### src/rtl/pulse_train_gen_pkg.sv
// Shared encodings for the pulse-train generator and sibling timing blocks.
package pulse_train_gen_pkg;

  typedef enum logic [1:0] {
    S_IDLE = 2'd0,
    S_HIGH = 2'd1,
    S_LOW  = 2'd2
  } state_e;

  localparam logic MODE_FREE    = 1'b0;
  localparam logic MODE_ONESHOT = 1'b1;

endpackage

### src/rtl/pulse_train_gen.sv
// Programmable pulse train: out high for H cycles then low for L cycles,
// free-running or one-shot; lengths and mode are latched at each period start.
module pulse_train_gen
  import pulse_train_gen_pkg::*;
#(
  parameter int W = 4
) (
  input  logic         clock,
  input  logic         reset_,
  input  logic         mode,
  input  logic         en,
  input  logic         start,
  input  logic         stop,
  input  logic [W-1:0] high_len,
  input  logic [W-1:0] low_len,
  output logic         out,
  output logic         busy,
  output logic         done,
  output state_e       dbg_state
);

  localparam logic [W-1:0] ONE = W'(1);

  state_e       state_q, state_d;
  logic [W-1:0] count_q, count_d;
  logic [W-1:0] lo_q, lo_d;
  logic         mode_q, mode_d;
  logic         out_q, out_d;
  logic         done_q, done_d;

  logic [W-1:0] hi_clamp;
  logic [W-1:0] lo_clamp;
  logic         start_cond;

  // A zero length would underflow the down-counter, so it is read as one.
  assign hi_clamp   = (high_len == '0) ? ONE : high_len;
  assign lo_clamp   = (low_len == '0) ? ONE : low_len;
  assign start_cond = (mode == MODE_FREE) ? en : start;

  always_ff @(posedge clock or negedge reset_) begin
    if (!reset_) begin
      state_q <= S_IDLE;
      count_q <= '0;
      lo_q    <= '0;
      mode_q  <= MODE_FREE;
      out_q   <= 1'b0;
      done_q  <= 1'b0;
    end else begin
      state_q <= state_d;
      count_q <= count_d;
      lo_q    <= lo_d;
      mode_q  <= mode_d;
      out_q   <= out_d;
      done_q  <= done_d;
    end
  end

  always_comb begin
    state_d = state_q;
    count_d = count_q;
    lo_d    = lo_q;
    mode_d  = mode_q;
    out_d   = out_q;
    done_d  = 1'b0;

    if (stop) begin
      state_d = S_IDLE;
      out_d   = 1'b0;
      count_d = '0;
    end else begin
      case (state_q)
        S_IDLE: begin
          out_d = 1'b0;
          if (start_cond) begin
            mode_d  = mode;
            lo_d    = lo_clamp;
            count_d = hi_clamp - ONE;
            out_d   = 1'b1;
            state_d = S_HIGH;
          end
        end
        S_HIGH: begin
          if (count_q != '0) begin
            count_d = count_q - ONE;
          end else begin
            out_d   = 1'b0;
            count_d = lo_q - ONE;
            state_d = S_LOW;
          end
        end
        S_LOW: begin
          if (count_q != '0) begin
            count_d = count_q - ONE;
          end else begin
            done_d = 1'b1;
            // Free-running restart happens on the same edge: no idle gap.
            if (mode_q == MODE_FREE && en) begin
              mode_d  = mode;
              lo_d    = lo_clamp;
              count_d = hi_clamp - ONE;
              out_d   = 1'b1;
              state_d = S_HIGH;
            end else begin
              out_d   = 1'b0;
              state_d = S_IDLE;
            end
          end
        end
        default: begin
          out_d   = 1'b0;
          count_d = '0;
          state_d = S_IDLE;
        end
      endcase
    end
  end

  assign out       = out_q;
  assign done      = done_q;
  assign busy      = (state_q != S_IDLE);
  assign dbg_state = state_q;

endmodule

### config.mk
export PLATFORM = sky130hd
export DESIGN_NAME = pulse_train_gen
export DESIGN_NICKNAME = d
export VERILOG_FILES = /design/src/rtl/pulse_train_gen_pkg.sv /design/src/rtl/pulse_train_gen.sv
export SDC_FILE = /design/constraint.sdc
export NUM_CORES = 1
export LEC_CHECK = 0
export ABC_AREA = 1
export BUFFER_PORTS_ARGS = -buffer_cell sky130_fd_sc_hd__buf_2
export CORE_ASPECT_RATIO = 1.5
export CORE_MARGIN = 1.5
export CORE_UTILIZATION = 30
export DETAILED_ROUTE_END_ITERATION = 8
export GPL_TIMING_DRIVEN = 1
export PLACE_DENSITY = 0.48
export SLEW_MARGIN = 20
export SYNTH_ARGS = -nofsm -noshare
export SYNTH_HDL_FRONTEND = slang
export SYNTH_SLANG_ARGS = --single-unit
### constraint.sdc
create_clock -name clock -period 3.3 [get_ports clock]
set_clock_uncertainty 0.1 [all_clocks]
set_input_delay 0 -clock clock [delete_from_list [all_inputs] [get_ports clock]]
set_output_delay 0 -clock clock [all_outputs]
set_load 0.02 [all_outputs]
# After elaboration in Yosys (flattened, before gate mapping)
# Index checks and enable logic that the tools add are counted.
# W data, S select, Z words.
[totals]
regBits = 13
input_bits = 14
out_inout_bits = 5
elab_cells = 63
[classes]
add_sub_neg = 3
eq_ne = 9
mux = 32
n_bitwise = 2
n_reduce_logical = 11
[ops]
columns = ["op", "count"]
rows = [
  ["$mux W4", 10],
  ["$mux W1", 13],
  ["$pmux W4 S3", 1],
  ["$sub A4 B1 Y4 const B", 3],
  ["$ne A3 B3 Y1 const B", 3],
  ["$logic_not A4 Y1", 2],
  ["$mux W2", 4],
  ["$pmux W4 S2", 1],
  ["$ne A2 B2 Y1 const B", 3],
  ["$pmux W2 S3", 1],
  ["$reduce_and A5 Y1", 1],
  ["$ne A4 B4 Y1 const B", 1],
  ["$reduce_and A2 Y1", 2],
  ["$reduce_bool A2 Y1", 2],
  ["$reduce_bool A4 Y1", 1],
  ["$pmux W1 S3", 1],
  ["$reduce_and A3 Y1", 1],
  ["$eq A2 B1 Y1 const B", 1],
  ["$eq A2 B2 Y1 const B", 1],
  ["$logic_not A2 Y1", 1],
  ["$not A1 Y1", 2],
  ["$pmux W1 S2", 1],
  ["$logic_and A1 B1 Y1", 1],
]

# Logic depth before layout (Yosys ltp)
# Gate-level depths: netlist of run 1.
[depth]
ltp_word = 7
depth_mapped = 10

# Worst setup path before layout of run 1
# Ideal clock, no wire load.
[synth_timing]
path_type = "flip-flop to flip-flop"
start = "reg count_q[0]"
end = "reg lo_q[2]"
setup_ns = 0.117
t_arrival_ns = 1.357
setup_slack_ns = 1.725
path_stages_with_launch = 9
n_path_buf = 1
synth_period_minus_slack_ns = 1.575
cell_sequence = "dfrtp_1 > inv_1 > ha_1 > nand3_2 > a21oi_2 > nand4_2 > buf_6 > nand2_1 > o21ai_2"
[synth_between]
elab_chain_len = 3
[synth_rtl]
columns = ["item", "line_no", "rtl"]
rows = [
  ["start: declaration", "pulse_train_gen.sv:25", "logic [W-1:0] count_q, count_d;"],
  ["start signal: assignment", "pulse_train_gen.sv:50", "count_q <= count_d;"],
  ["$reduce_bool A4 Y1", "pulse_train_gen.sv:92", "if (count_q != '0) begin"],
  ["$ne A2 B2 Y1 (no line)", "--", ""],
  ["$reduce_and A5 Y1 (no line)", "--", ""],
  ["end signal: assignment", "pulse_train_gen.sv:51", "lo_q <= lo_d;"],
  ["end: declaration", "pulse_train_gen.sv:26", "logic [W-1:0] lo_q, lo_d;"],
]
# No other way between the ends.
# A chain may end at the register's enable or synchronous reset.

# Worst setup path in the final report of run 1
[layout_timing]
start = "reg count_q[0]"
end = "reg lo_q[0]"
# Same word-level chain as after synthesis.

==> results of run 1 <==
area by class of cell:
type / instances / area (um2)
Clock buffer: 4 / 45.0
Multi-Input combinational cell: 92 / 504
Timing Repair Buffer: 25 / 160
Sequential cell: 13 / 325
Fill cell: 328 / 1750
Tap cell: 39 / 48.8
Inverter: 21 / 78.8
worst paths after layout:
check	start	end	cells after the start
setup / recovery	count_q[0]	lo_q[0]	7
setup reg to reg	count_q[0]	lo_q[0]	7
hold reg to reg	count_q[0]	count_q[0]	2
hold / removal	high_len[3]	count_q[3]	5
max in group asynchronous	reset_	count_q[1]	2
min in group asynchronous	reset_	out	2
kinds of logic after synthesis:
group / Yosys count
xor+xnor: 3
fa+ha+maj: 4
flops: 13
compound gates: 11
buf+inv: 22
simple gates: 74
registers in the layout, summed over array words and instances, names as in the netlist:
register   flops
count_q        4
dbg_state      2
out            1
done           1
mode_q         1
lo_q           4
synth_stat cells:
library cell / number
a31oi_1: 1
nor2_4: 2
o21ai_2: 5
dfrtp_1: 13
inv_1: 19
nand2_1: 45
buf_6: 1
nor3_1: 1
ha_1: 4
o21ai_0: 1
o31ai_1: 1
nand3_1: 11
a21oi_2: 1
inv_2: 2
nand3_2: 2
a21oi_1: 1
o22ai_2: 1
nand4_2: 1
nand2_2: 2
nor2_1: 8
xor2_1: 3
nor2_2: 2
worst register-to-register path, delay by kind of cell (launching register included):
family          cells  cell delay, ns
fa+ha+maj           1            0.22
flops               1            0.37
compound gates      2            0.27
simple gates        3            0.65
buf+inv             1            0.14
where the power goes:
part / leakage, nW / internal, mW / total [mW] / switching, mW
clock network: 0.0228 / 0.0853 / 0.142 / 0.0564
registers: 0.168 / 0.224 / 0.282 / 0.0578
logic: 0.439 / 0.192 / 0.523 / 0.331
total: 0.630 / 0.501 / 0.946 / 0.445
per-stage QoR:
step,util (%),hold WS [ns],std cells,cell area [um2]
floorplan,-,-0.396,127,920
global placement,36.0,-0.190,183,1050
detailed placement,36.0,-0.190,183,1050
CTS,39.9,0.0489,194,1160
global route,39.9,0.0884,194,1160
finish,39.9,0.0392,194,1160
layer usage:
layer	vias to the layer above	global-route usage (%)	share of wire (%)
met3	5	2.30	2.3
met5	-	0	0
met1	397	15.4	42
li1	452	-	-
met4	0	7.21	2.6
met2	15	23.8	53
==> flow_summary.json, run 1 <==
{
  "outcome": "finished, final reports clean",
  "die_area_um2": 3410,
  "yosys.area_share.adder_pct": 5.44,
  "slowest_delay_ns": 0.37,
  "synth-simple-area-share_pct": 36.9,
  "p_leak_nw": 0.630,
  "io_pins": 19,
  "nNetsFinal": 174,
  "slowest_stage": "dfrtp_1",
  "maxSlewHeadroom_pct": 74.8,
  "grt_pass1_vias": 834,
  "slew_viol_final": 0,
  "h-tree-depth": 1,
  "synthesis.nets": 145,
  "yosysWarnings": 0,
  "drive_above_1_share_pct": 25.2,
  "die_w_um": 48.2,
  "muxShareOfSynthArea_pct": 0,
  "vias": 869,
  "clockBufferDepth": 2,
  "grt_pass1_wl_mm": 3.38,
  "antenna_found_initial": 0,
  "postCtsSetupBuffers": 0,
  "worstPathCellList": "inv_1 -> ha_1 -> nand3_2 -> a21oi_2 -> nand4_2 -> nand2_1 -> o21ai_2",
  "wire_per_inst_um": 10.4,
  "cts_tree": "done",
  "netlist_instances": 127,
  "max-cap-violations": 0,
  "cp.required_ns": 3.33,
  "path_buf_inv": 1,
  "drtIter0Drc": 11,
  "clockRootBuffer": "clkbuf_8",
  "fin_tns_setup_ns": 0,
  "initial_utilization_pct": 31.6,
  "fin_crit_sh_pct": 56.1,
  "hpwl_mm": 1.64,
  "power_mw": 0.946,
  "area_growth_pct": 26.4,
  "hold_buffers": 7,
  "portBuffers": 18,
  "clk_pin_slew_worst_paths_ns": 0.05,
  "cp-end-kind": "flop",
  "synth_compound_area_share_pct": 9.66,
  "yosys.area.top_type": "dfrtp_1",
  "powerDensity_nw_per_um2": 814,
  "clock.fmax_mhz": 540,
  "fin_crit_ns": 1.85,
  "grt_usage_pct": 14.0,
  "syn_area_per_cell_um2": 7.24,
  "grt_overflow": 0,
  "cts.repair.resized": 0,
  "syn_area_um2": 920,
  "worstMarginPinSlew_ns": 0.377,
  "vias_per_cell": 4.48,
  "drc": 0,
  "critical_path.top_delay_family": "simple AND/OR/NAND/NOR gates",
  "fin_ws_ns": 1.45,
  "wirelength_mm": 2.02,
  "rrSetupSlack_ns": 1.45,
  "ant_nets": 0,
  "insertion_delay_ns": 0.24,
  "rsz0062_at_grt": "no",
  "pre_cts_ws_ns": 1.44,
  "worstPathArrival_ns": 1.88,
  "yosysSeqAreaShare_pct": 35.4,
  "layout_common_cells": "45 x nand2_1, 19 x inv_1, 18 x buf_2",
  "finalHoldViolations": 0,
  "cts_sinks": 13,
  "startpoint_type": "flop",
  "finalWeightedCongestion": 0.856,
  "firstDrtPassIters": 4,
  "insertedDiodeCount": 0,
  "crit_fanout": 12,
  "layout_commonest_cell": "nand2_1",
  "ir_drop_v": 0.000358,
  "ys_seq_elements": 13,
  "rows": 24,
  "synth_xor_area_share_pct": 2.86,
  "synth_cell_type_count": 22,
  "synth_top_area_share_pct": 35.4,
  "die_height_um": 70.8,
  "grt_max_degree": 14,
  "placeableCoreArea_um2": 2910,
  "numCtsBuffers": 3,
  "min_path_type": "in2reg",
  "finalSetupViolCount": 0,
  "crit_type": "reg2reg",
  "synth_top_family_by_area": "simple AND/OR/NAND/NOR gates",
  "synthTopCellsByArea": "dfrtp_1 35%, nand2_1 18%, inv_1 7.8%"
}
Power figures use the tool's default switching activity.
==> run 2, diff against run 1 <==
--- a/config.mk
+++ b/config.mk
@@ -12,7 +12,7 @@
 export CORE_UTILIZATION = 30
 export DETAILED_ROUTE_END_ITERATION = 8
 export GPL_TIMING_DRIVEN = 1
-export PLACE_DENSITY = 0.48
+export PLACE_DENSITY = 0.5
 export SLEW_MARGIN = 20
 export SYNTH_ARGS = -nofsm -noshare
 export SYNTH_HDL_FRONTEND = slang
==> constraint.sdc (replaced) <==
create_clock -name clock -period 1.7 [get_ports clock]
set_clock_uncertainty 0.1 [all_clocks]
set_input_delay 0 -clock clock [delete_from_list [all_inputs] [get_ports clock]]
set_output_delay 0 -clock clock [all_outputs]
set_load 0.02 [all_outputs]
==> flow_summary.json, run 2 (same netlist as run 1, synthesis figures left out) <==
{
  "rows": 24,
  "grt_pass1_wl_mm": 3.39,
  "powerDensity_nw_per_um2": 1620,
  "hold_ws_ns": 0.0445,
  "crit_fanout": 5,
  "cts_tree": "done",
  "fin_crit_ns": 1.57,
  "wirelength_mm": 1.98,
  "wire_per_inst_um": 9.89,
  "vias": 871,
  "fillCellCount": 317,
  "antenna_found_initial": 0,
  "h-tree-depth": 1,
  "max-cap-violations": 0,
  "grt_max_degree": 14,
  "clockBufferDepth": 2,
  "crit_type": "reg2reg",
  "drc": 0,
  "clock.fmax_mhz": 636,
  "fin_ws_ns": 0.127,
  "clockRootBuffer": "clkbuf_8",
  "layout_common_cells": "44 x nand2_1, 19 x inv_1, 18 x buf_2",
  "numCtsBuffers": 3,
  "use_met3_pct": 2.30,
  "ant_nets": 0,
  "die_height_um": 70.8,
  "dp.cells": 186,
  "nNetsFinal": 180,
  "die_w_um": 48.2,
  "rsz0062_at_grt": "no",
  "finalSetupViolCount": 0,
  "grt_overflow": 0,
  "drive_above_1_share_pct": 29.2,
  "maxSlewHeadroom_pct": 80.1,
  "grt_use_met1_pct": 16.5,
  "min_path_type": "in2reg",
  "area_growth_pct": 34.0,
  "cp.required_ns": 1.78,
  "drtIter0Drc": 19,
  "grt_pass1_vias": 851,
  "ir_drop_v": 0.000673,
  "fin_cells": 200,
  "vias_per_cell": 4.36,
  "cp-end-kind": "flop",
  "busiest_layer": "met2",
  "worstPathArrival_ns": 1.65,
  "met2_usage_pct": 22.2,
  "outcome": "finished, final reports clean",
  "hpwl_mm": 1.59,
  "slew_viol_final": 0,
  "insertion_delay_ns": 0.24,
  "die_area_um2": 3410,
  "insertedDiodeCount": 0,
  "clk_pin_slew_worst_paths_ns": 0.05,
  "portBuffers": 18,
  "firstDrtPassIters": 4,
  "placeableCoreArea_um2": 2910,
  "worstMarginPinSlew_ns": 0.298,
  "p_leak_nw": 0.664,
  "fin_util_pct": 42.3,
  "finalWeightedCongestion": 0.854,
  "startpoint_type": "flop",
  "initial_utilization_pct": 31.6,
  "fin_tns_setup_ns": 0,
  "pre_cts_ws_ns": -0.0339,
  "finalHoldViolations": 0,
  "cts_sinks": 13,
  "grt_usage_pct": 13.3,
  "fin_crit_sh_pct": 92.6,
  "rrSetupSlack_ns": 0.13,
  "io_pins": 19,
  "layout_commonest_cell": "nand2_1"
}
-- run 2: stage by stage --
step / instance area [um2] / power [mW]
finish: 1230 / 2.00
CTS: 1210 / 1.97
global route: 1230 / 2.19
floorplan: 920 / 1.35
detailed placement: 1080 / 1.65
global placement: 1080 / 1.65
-- run 2: path summary, 6_finish.rpt --
path,from,endpoint,cells past startpoint
hold / removal,high_len[3],count_q[3],5
max in group asynchronous,reset_,count_q[2],2
setup reg to reg,count_q[1],count_q[0],9
hold reg to reg,lo_q[0],lo_q[0],2
min in group asynchronous,reset_,dbg_state[1],2
setup / recovery,count_q[1],count_q[0],9
-- run 2: area by class of cell --
type / instances / area [um2] / area share [%]
tap: 39 / 48.8 / 3.96
clock buffer: 4 / 45.0 / 3.65
inverter: 21 / 78.8 / 6.40
sequential: 13 / 325 / 26.4
timing repair buffer: 31 / 218 / 17.7
multi-input combinational: 92 / 517 / 41.9
-- run 2: timing repair --
item | in CTS | in global routing
buffers inserted | 1 | 2
pin swaps | 1 | 1
resized for setup | 1 | 2
endpoints found under the hold margin | 20 | 0
hold buffers | 7 | 0
endpoints found under the setup margin | 4 | 4
-- run 2: per-layer routing --
metal / vias up / share of wire (%) / wire, um
met5: - / 0 / 0
met4: 0 / 0.66 / 13
met3: 2 / 2.6 / 51
met2: 15 / 54 / 1070
met1: 388 / 43 / 841
li1: 466 / - / -
-- run 2: worst max-delay path, stage by stage, from the launching register on --
cell and delay (ns):
dfrtp_1 0.38, inv_1 0.09, ha_2 0.19, nand2_2 0.08
nor2_4 0.18, nand2_2 0.09, o22ai_4 0.14, buf_4 0.16
nand2_1 0.05, nand2_1 0.06
-- run 2: power by group --
part           switching [mW]  leakage [nW]  internal, mW
sequential              0.109         0.168         0.434
combinational           0.692         0.473         0.493
clock                   0.106        0.0228         0.165
